--- config.mk ---
export PLATFORM = sky130hd
export DESIGN_NAME = rx_corr_mac_flat
export DESIGN_NICKNAME = d
export VERILOG_FILES = /design/src/rtl/rx_corr_pkg.sv /design/src/rtl/rx_corr_mac_if.sv /design/src/rtl/rx_corr_code_rom.sv /design/src/rtl/rx_corr_mac.sv /design/src/flat_wrapper.sv
export SDC_FILE = /design/constraint.sdc
export NUM_CORES = 1
export LEC_CHECK = 0
export BUFFER_PORTS_ARGS = -buffer_cell sky130_fd_sc_hd__buf_4
export CAP_MARGIN = 20
export CORE_MARGIN = 5
export CORE_UTILIZATION = 63
export CTS_CLUSTER_DIAMETER = 60
export DETAILED_ROUTE_END_ITERATION = 16
export PLACE_DENSITY = 0.85
export REMOVE_ABC_BUFFERS = 1
export SLEW_MARGIN = 20
export SYNTH_ARGS = -nofsm -noshare
export SYNTH_HDL_FRONTEND = slang
export SYNTH_HIERARCHICAL = 1
export SYNTH_SLANG_ARGS = --single-unit
--- constraint.sdc ---
create_clock -name crx_clk -period 10.8 [get_ports crx_clk]
set_clock_uncertainty 0.2 [all_clocks]
set_input_delay 1.08 -clock crx_clk [delete_from_list [all_inputs] [get_ports crx_clk]]
set_output_delay 1.08 -clock crx_clk [all_outputs]
set_load 0.02 [all_outputs]
--- src/rtl/rx_corr_pkg.sv ---
// Shared types and constants for the rx_corr_mac matched-filter correlator.
package rx_corr_pkg;

  typedef enum logic [1:0] {
    IDLE  = 2'd0,
    ACCUM = 2'd1,
    DONE  = 2'd2
  } state_t;

  function automatic int clog2(input int value);
    int r;
    int v;
    r = 0;
    v = value - 1;
    while (v > 0) begin
      r++;
      v = v >> 1;
    end
    return r;
  endfunction

  localparam int DEF_CORR_LENGTH = 510;
  // One sign bit plus growth of a full-scale 16-bit sample summed CORR_LENGTH times.
  localparam int DEF_ACC_W = 16 + clog2(DEF_CORR_LENGTH) + 1;

endpackage

--- src/rtl/rx_corr_mac_if.sv ---
// Sample-burst / result bus between the sample BRAM, the correlator and the detector.
interface rx_corr_mac_if
  import rx_corr_pkg::*;
#(
  parameter int ACC_W = DEF_ACC_W
);
  logic                    erx_en;
  logic                    inew_sample_trig;
  logic                    idata_valid;
  logic signed [15:0]      idata_in;
  logic                    ipeak_clear;
  logic signed [ACC_W-1:0] ocorr_value;
  logic                    ocorr_valid;
  logic                    obusy;
  logic                    ooverrun;
  logic signed [ACC_W-1:0] opeak_value;
  logic [15:0]             opeak_index;

  modport master (
    output erx_en, inew_sample_trig, idata_valid, idata_in, ipeak_clear,
    input  ocorr_value, ocorr_valid, obusy, ooverrun, opeak_value, opeak_index
  );

  modport slave (
    input  erx_en, inew_sample_trig, idata_valid, idata_in, ipeak_clear,
    output ocorr_value, ocorr_valid, obusy, ooverrun, opeak_value, opeak_index
  );
endinterface

--- src/rtl/rx_corr_code_rom.sv ---
// Reference chip ROM: one bit per chip (1 = +1, 0 = -1), registered read keyed on the chip index.
module rx_corr_code_rom #(
  parameter int                     CORR_LENGTH = 510,
  parameter int                     ADDR_W      = 9,
  parameter logic [CORR_LENGTH-1:0] CODE_INIT   = '1
) (
  input  logic              clk,
  input  logic              rst,
  input  logic              en,
  input  logic [ADDR_W-1:0] addr,
  output logic              chip
);

  always_ff @(posedge clk or posedge rst) begin
    if (rst) begin
      chip <= 1'b0;
    end else if (en) begin
      chip <= CODE_INIT[addr];
    end
  end

endmodule

--- src/rtl/rx_corr_mac.sv ---
// Matched-filter correlator: one signed +/-1-weighted sum of CORR_LENGTH samples per trigger.
// Optional peak-magnitude tracker compiled in with `define RX_CORR_PEAK_TRACK_EN.
module rx_corr_mac
  import rx_corr_pkg::*;
#(
  parameter int                     CORR_LENGTH = DEF_CORR_LENGTH,
  parameter int                     ACC_W       = DEF_ACC_W,
  parameter logic [CORR_LENGTH-1:0] CODE_INIT   = '1
) (
  input logic          crx_clk,
  input logic          rrx_rst,
  rx_corr_mac_if.slave bus
);

  localparam int IDX_W = clog2(CORR_LENGTH);

  state_t                  state, state_nxt;
  logic [IDX_W-1:0]        idx, idx_nxt;
  logic                    trig, accept, last, overrun;
  logic                    chip;
  logic                    s1_v, s1_first, s1_last;
  logic signed [15:0]      s1_sample;
  logic signed [ACC_W-1:0] sample_ext;
  logic                    s2_v, s2_first, s2_last;
  logic signed [ACC_W-1:0] prod, acc, value_r;
  logic                    s3_last, valid_r;

  assign trig   = bus.erx_en && bus.inew_sample_trig;
  assign accept = bus.erx_en && (state == ACCUM) && bus.idata_valid && !bus.inew_sample_trig;
  assign last   = accept && (idx == IDX_W'(CORR_LENGTH - 1));

  always_comb begin
    state_nxt = state;
    idx_nxt   = idx;
    if (bus.erx_en) begin
      if (trig) begin
        state_nxt = ACCUM;
        idx_nxt   = '0;
      end else begin
        case (state)
          ACCUM: begin
            if (accept) begin
              idx_nxt = idx + 1'b1;
              if (last) state_nxt = DONE;
            end
          end
          DONE: begin
            if (valid_r) state_nxt = IDLE;
          end
          default: ;
        endcase
      end
    end
  end

  always_ff @(posedge crx_clk or posedge rrx_rst) begin
    if (rrx_rst) begin
      state   <= IDLE;
      idx     <= '0;
      overrun <= 1'b0;
    end else begin
      state <= state_nxt;
      idx   <= idx_nxt;
      if (trig && (state != IDLE)) overrun <= 1'b1;
    end
  end

  rx_corr_code_rom #(
    .CORR_LENGTH(CORR_LENGTH),
    .ADDR_W     (IDX_W),
    .CODE_INIT  (CODE_INIT)
  ) u_rom (
    .clk (crx_clk),
    .rst (rrx_rst),
    .en  (accept),
    .addr(idx),
    .chip(chip)
  );

  assign sample_ext = {{(ACC_W - 16){s1_sample[15]}}, s1_sample};

  // Samples carry first/last tags so a restart never needs to clear the accumulator
  // while the previous burst's tail is still draining into the result register.
  always_ff @(posedge crx_clk or posedge rrx_rst) begin
    if (rrx_rst) begin
      s1_v      <= 1'b0;
      s1_first  <= 1'b0;
      s1_last   <= 1'b0;
      s1_sample <= '0;
      s2_v      <= 1'b0;
      s2_first  <= 1'b0;
      s2_last   <= 1'b0;
      prod      <= '0;
      acc       <= '0;
      s3_last   <= 1'b0;
      valid_r   <= 1'b0;
      value_r   <= '0;
    end else if (bus.erx_en) begin
      s1_v     <= accept;
      s1_first <= (idx == '0);
      s1_last  <= last;
      if (accept) s1_sample <= bus.idata_in;
      s2_v     <= s1_v;
      s2_first <= s1_first;
      s2_last  <= s1_v && s1_last;
      prod     <= chip ? sample_ext : -sample_ext;
      if (s2_v) acc <= s2_first ? prod : acc + prod;
      s3_last  <= s2_v && s2_last;
      valid_r  <= s3_last;
      if (s3_last) value_r <= acc;
    end
  end

  assign bus.ocorr_value = value_r;
  assign bus.ocorr_valid = valid_r && bus.erx_en;
  assign bus.obusy       = (state != IDLE);
  assign bus.ooverrun    = overrun;

`ifdef RX_CORR_PEAK_TRACK_EN
  logic signed [ACC_W-1:0] peak_value;
  logic [15:0]             peak_index, result_cnt;
  logic [ACC_W:0]          mag_new, mag_peak;

  // One extra bit so the magnitude of the most negative value is representable.
  assign mag_new  = value_r[ACC_W-1]    ? -{1'b1, value_r}    : {1'b0, value_r};
  assign mag_peak = peak_value[ACC_W-1] ? -{1'b1, peak_value} : {1'b0, peak_value};

  always_ff @(posedge crx_clk or posedge rrx_rst) begin
    if (rrx_rst) begin
      peak_value <= '0;
      peak_index <= '0;
      result_cnt <= '0;
    end else if (bus.erx_en) begin
      if (bus.ipeak_clear) begin
        peak_value <= '0;
        peak_index <= '0;
        result_cnt <= '0;
      end else if (valid_r) begin
        if (mag_new > mag_peak) begin
          peak_value <= value_r;
          peak_index <= result_cnt;
        end
        if (result_cnt != 16'hFFFF) result_cnt <= result_cnt + 16'd1;
      end
    end
  end

  assign bus.opeak_value = peak_value;
  assign bus.opeak_index = peak_index;
`else
  logic unused_peak_clear;
  assign unused_peak_clear = bus.ipeak_clear;
  assign bus.opeak_value   = '0;
  assign bus.opeak_index   = '0;
`endif

endmodule
--- src/flat_wrapper.sv ---
// flat-port wrapper written by rule: the top's interface ports become plain ports
module rx_corr_mac_flat import rx_corr_pkg::*;
#(
  parameter int                     CORR_LENGTH = DEF_CORR_LENGTH,
  parameter int                     ACC_W       = DEF_ACC_W,
  parameter logic [CORR_LENGTH-1:0] CODE_INIT   = '1
)
  (crx_clk, rrx_rst, bus_erx_en, bus_inew_sample_trig, bus_idata_valid, bus_idata_in, bus_ipeak_clear, bus_ocorr_value, bus_ocorr_valid, bus_obusy, bus_ooverrun, bus_opeak_value, bus_opeak_index);
  rx_corr_mac_if #(.ACC_W(ACC_W)) bus_i ();
  input logic crx_clk;
  input logic rrx_rst;
  input wire logic [$bits(bus_i.erx_en)-1:0] bus_erx_en;
  input wire logic [$bits(bus_i.inew_sample_trig)-1:0] bus_inew_sample_trig;
  input wire logic [$bits(bus_i.idata_valid)-1:0] bus_idata_valid;
  input wire logic [$bits(bus_i.idata_in)-1:0] bus_idata_in;
  input wire logic [$bits(bus_i.ipeak_clear)-1:0] bus_ipeak_clear;
  output wire logic [$bits(bus_i.ocorr_value)-1:0] bus_ocorr_value;
  output wire logic [$bits(bus_i.ocorr_valid)-1:0] bus_ocorr_valid;
  output wire logic [$bits(bus_i.obusy)-1:0] bus_obusy;
  output wire logic [$bits(bus_i.ooverrun)-1:0] bus_ooverrun;
  output wire logic [$bits(bus_i.opeak_value)-1:0] bus_opeak_value;
  output wire logic [$bits(bus_i.opeak_index)-1:0] bus_opeak_index;
  assign bus_i.erx_en = bus_erx_en;
  assign bus_i.inew_sample_trig = bus_inew_sample_trig;
  assign bus_i.idata_valid = bus_idata_valid;
  assign bus_i.idata_in = bus_idata_in;
  assign bus_i.ipeak_clear = bus_ipeak_clear;
  assign bus_ocorr_value = bus_i.ocorr_value;
  assign bus_ocorr_valid = bus_i.ocorr_valid;
  assign bus_obusy = bus_i.obusy;
  assign bus_ooverrun = bus_i.ooverrun;
  assign bus_opeak_value = bus_i.opeak_value;
  assign bus_opeak_index = bus_i.opeak_index;
  rx_corr_mac #(.CORR_LENGTH(CORR_LENGTH), .ACC_W(ACC_W), .CODE_INIT(CODE_INIT)) u_core (.crx_clk(crx_clk), .rrx_rst(rrx_rst), .bus(bus_i));
endmodule
==> results.py <==
metrics = {
    "clocking": {
        "clk_latency_ps": 520,
        "htreeDepth": 4,
        "cts_sinks": 115,
        "cts_hold_buf": 0,
        "cts_root_buffer": "clkbuf_8",
        "tritoncts": "yes",
        "postCtsSetupBuffers": 0,
        "clkTransAtPathRegs_ps": 50,
        "cts_buffer_depth": 2,
        "cts_buffers": 17,
        "cts_resized": 0,
    },
    "timing": {
        "max_freq_mhz": 311,
        "slew-limit-headroom": 0.436,
        "post-route-period-util": 0.298,
        "whs_ps": 223,
        "setup_viol": 0,
        "setup_slack_ps": 7580,
        "finalHoldViolCount": 0,
        "tightest_slew_ps": 847,
        "slew_viol_final": 0,
        "fin_crit_ps": 3220,
        "grt_setup_unrepaired": "false",
        "finalSetupTns_ps": 0,
    },
    "floorplan": {
        "die_w_um": 113,
        "core_um2": 10400,
        "num_rows": 37,
        "dieArea_um2": 12900,
        "ioPinCount": 93,
        "fp.dieH_um": 113,
        "start_util": 0.649,
    },
    "global_route": {
        "grt_max_degree": 65,
        "overflow": 0,
        "track_usage": 0.234,
        "grt_pass1_vias": 5182,
        "grt_pass1_wl_um": 24500,
        "antenna_found_initial": 0,
    },
    "yosys": {
        "synth_edf_count": 0,
        "syn_area_per_cell_um2": 9.57,
        "ys.flop_type": "dfrtp_1",
        "syn_inst": 704,
        "synth.largest_area_cell": "dfrtp_1",
        "post_synth_num_cell_types": 62,
        "syn-cell-area_um2": 6740,
        "synth_area_leaders": "dfrtp_1 43%, mux2_2 6.9%, ha_1 5.4%",
        "ys_warn_count": 6,
        "synth.top_cell.area_share": 0.427,
        "synth_seq_area_share": 0.427,
        "async_flop_share": 1.00,
        "ys_ff_latch": 115,
    },
    "critical_path": {
        "critPathLaunchType": "input pin",
        "arrival_ps": 1940,
        "path_max_fanout": 61,
        "endpoint_kind": "output port",
        "required_ps": 9520,
        "worstSetupPathType": "in -> out",
    },
    "final_layout": {
        "finalInstanceArea_um2": 7610,
        "final_nets": 796,
        "final_common_cell": "dfrtp_1",
        "utilization": 0.733,
        "drive_above_1_share": 0.190,
        "area_delta_synth_final_pct": 12.9,
        "most-common-layout-cells": "115 x dfrtp_1, 64 x a21oi_1, 63 x nor2_1, 53 x buf_4, 51 x o21ai_0",
        "diodes": 0,
    },
    "place": {
        "hpwl_um": 9630,
        "postPlaceCellArea_um2": 7020,
        "place_congestion": 0.900,
        "place_ws_ps": 7130,
        "port_buffers": 49,
    },
    "detailed_routing": {
        "wire_per_inst_um": 16.3,
        "routed_wl_um": 14500,
        "viasPerCell": 5.84,
        "vias": 5213,
        "dr.pass1.iters": 6,
        "ant_nets": 0,
        "drt_iter0_markers": 353,
        "drc_errors": 0,
    },
    "min_path": {
        "min_path_type": "in -> async",
    },
    "power": {
        "ir_drop_uv": 130,
        "p_leak_nw": 3.57,
        "power_density_nw_per_um2": 263,
    },
    "status": {
        "status": "complete, no violations",
    },
    "job": {
        "maxCapViolations": 0,
    },
}
-- cell usage after synthesis, drive strengths merged, types with 3 or more instances --
cell type,count
inv,34
nand4,8
nand2,44
xor2,10
dfrtp,115
o21ai,59
xnor2,28
nor3,21
a21o,10
clkbuf,22
and2,3
nand3,12
mux2i,10
o22ai,5
buf,51
nand4b,3
a31oi,5
ha,29
mux2,41
a21oi,65
and3,9
a211oi,8
o211ai,4
nor4b,3
o21a,11
nor2,63
-- kinds of logic (layout without fill, tap and decap cells) --
logic type | after synthesis | count (layout) | share of synthesized area
AO/OA/AOI/OAI | 181 | 181 | 0.169
AND/OR/NAND/NOR | 181 | 181 | 0.129
flip-flops | 115 | 115 | 0.427
buffers and inverters | 107 | 119 | 0.0843
multiplexers | 51 | 51 | 0.0834
XOR/XNOR | 38 | 38 | 0.0494
adder cells (fa/ha/maj) | 30 | 30 | 0.0568
other | 1 | 42 | 0.000557
-- worst max-delay path, stage by stage --
cell and delay (ps):
buf_4 460, nand2_1 140, inv_1 80, buf_4 130
-- flip-flops by register name (all words and copies together) (netlist names) --
name	cells
u_core/acc	26
u_core/bus.ocorr_value	26
u_core/prod	26
u_core/s1_sample	16
u_core/idx	9
u_core/state	2
u_core/bus.ooverrun	1
u_core/s1_first	1
u_core/s1_last	1
u_core/s1_v	1
u_core/s2_first	1
u_core/s2_last	1
u_core/s2_v	1
u_core/s3_last	1
u_core/u_rom/chip	1
u_core/valid_r	1
-- path summary, 6_finish.rpt --
| path | startpoint | end | slack [ps] | cells past startpoint |
|---|---|---|---|---|
| worst max register to register | u_core/prod[0] | u_core/acc[20] | 7940 | 9 |
| min in group crx_clk | u_core/bus.ooverrun | u_core/bus.ooverrun | 270 | 1 |
| worst min register to register | u_core/bus.ooverrun | u_core/bus.ooverrun | 270 | 1 |
| worst max-delay path | bus_erx_en | bus_ocorr_valid | 7580 | 4 |
| max in group asynchronous | rrx_rst | u_core/prod[16] | 8730 | 3 |
| worst min-delay path | rrx_rst | u_core/u_rom/chip | 220 | 2 |
-- per-layer routing --
metal | track usage | vias to the layer above | share of wire
met5 | 0 | - | 0
met4 | 0.0978 | 0 | 0.018
met3 | 0.0462 | 29 | 0.055
met2 | 0.391 | 181 | 0.50
met1 | 0.300 | 2535 | 0.43
li1 | - | 2468 | -
-- through the flow --
stage,instances,power [W]
5_1_grt,893,0.00213
6_report,893,0.00200
3_5_place_dp,861,0.00142
2_1_floorplan,672,0.00124
4_1_cts,893,0.00200
3_3_place_gp,861,0.00138
-- power by group --
group	switching [W]	internal, W
logic	0.000497	0.000340
clock network	0.000189	0.000361
registers	0.0000912	0.000523
total	0.000777	0.00122
-- layout make-up --
type / instances / area (µm²)
flip-flops and latches: 115 / 2880
clock buffers: 22 / 453
multi-input cells: 523 / 3450
clock inverters: 10 / 131
well taps: 136 / 170
inverters: 34 / 130
repair buffers: 53 / 398
fillers: 756 / 2760
No activity file was read; power rests on OpenSTA's default activity.
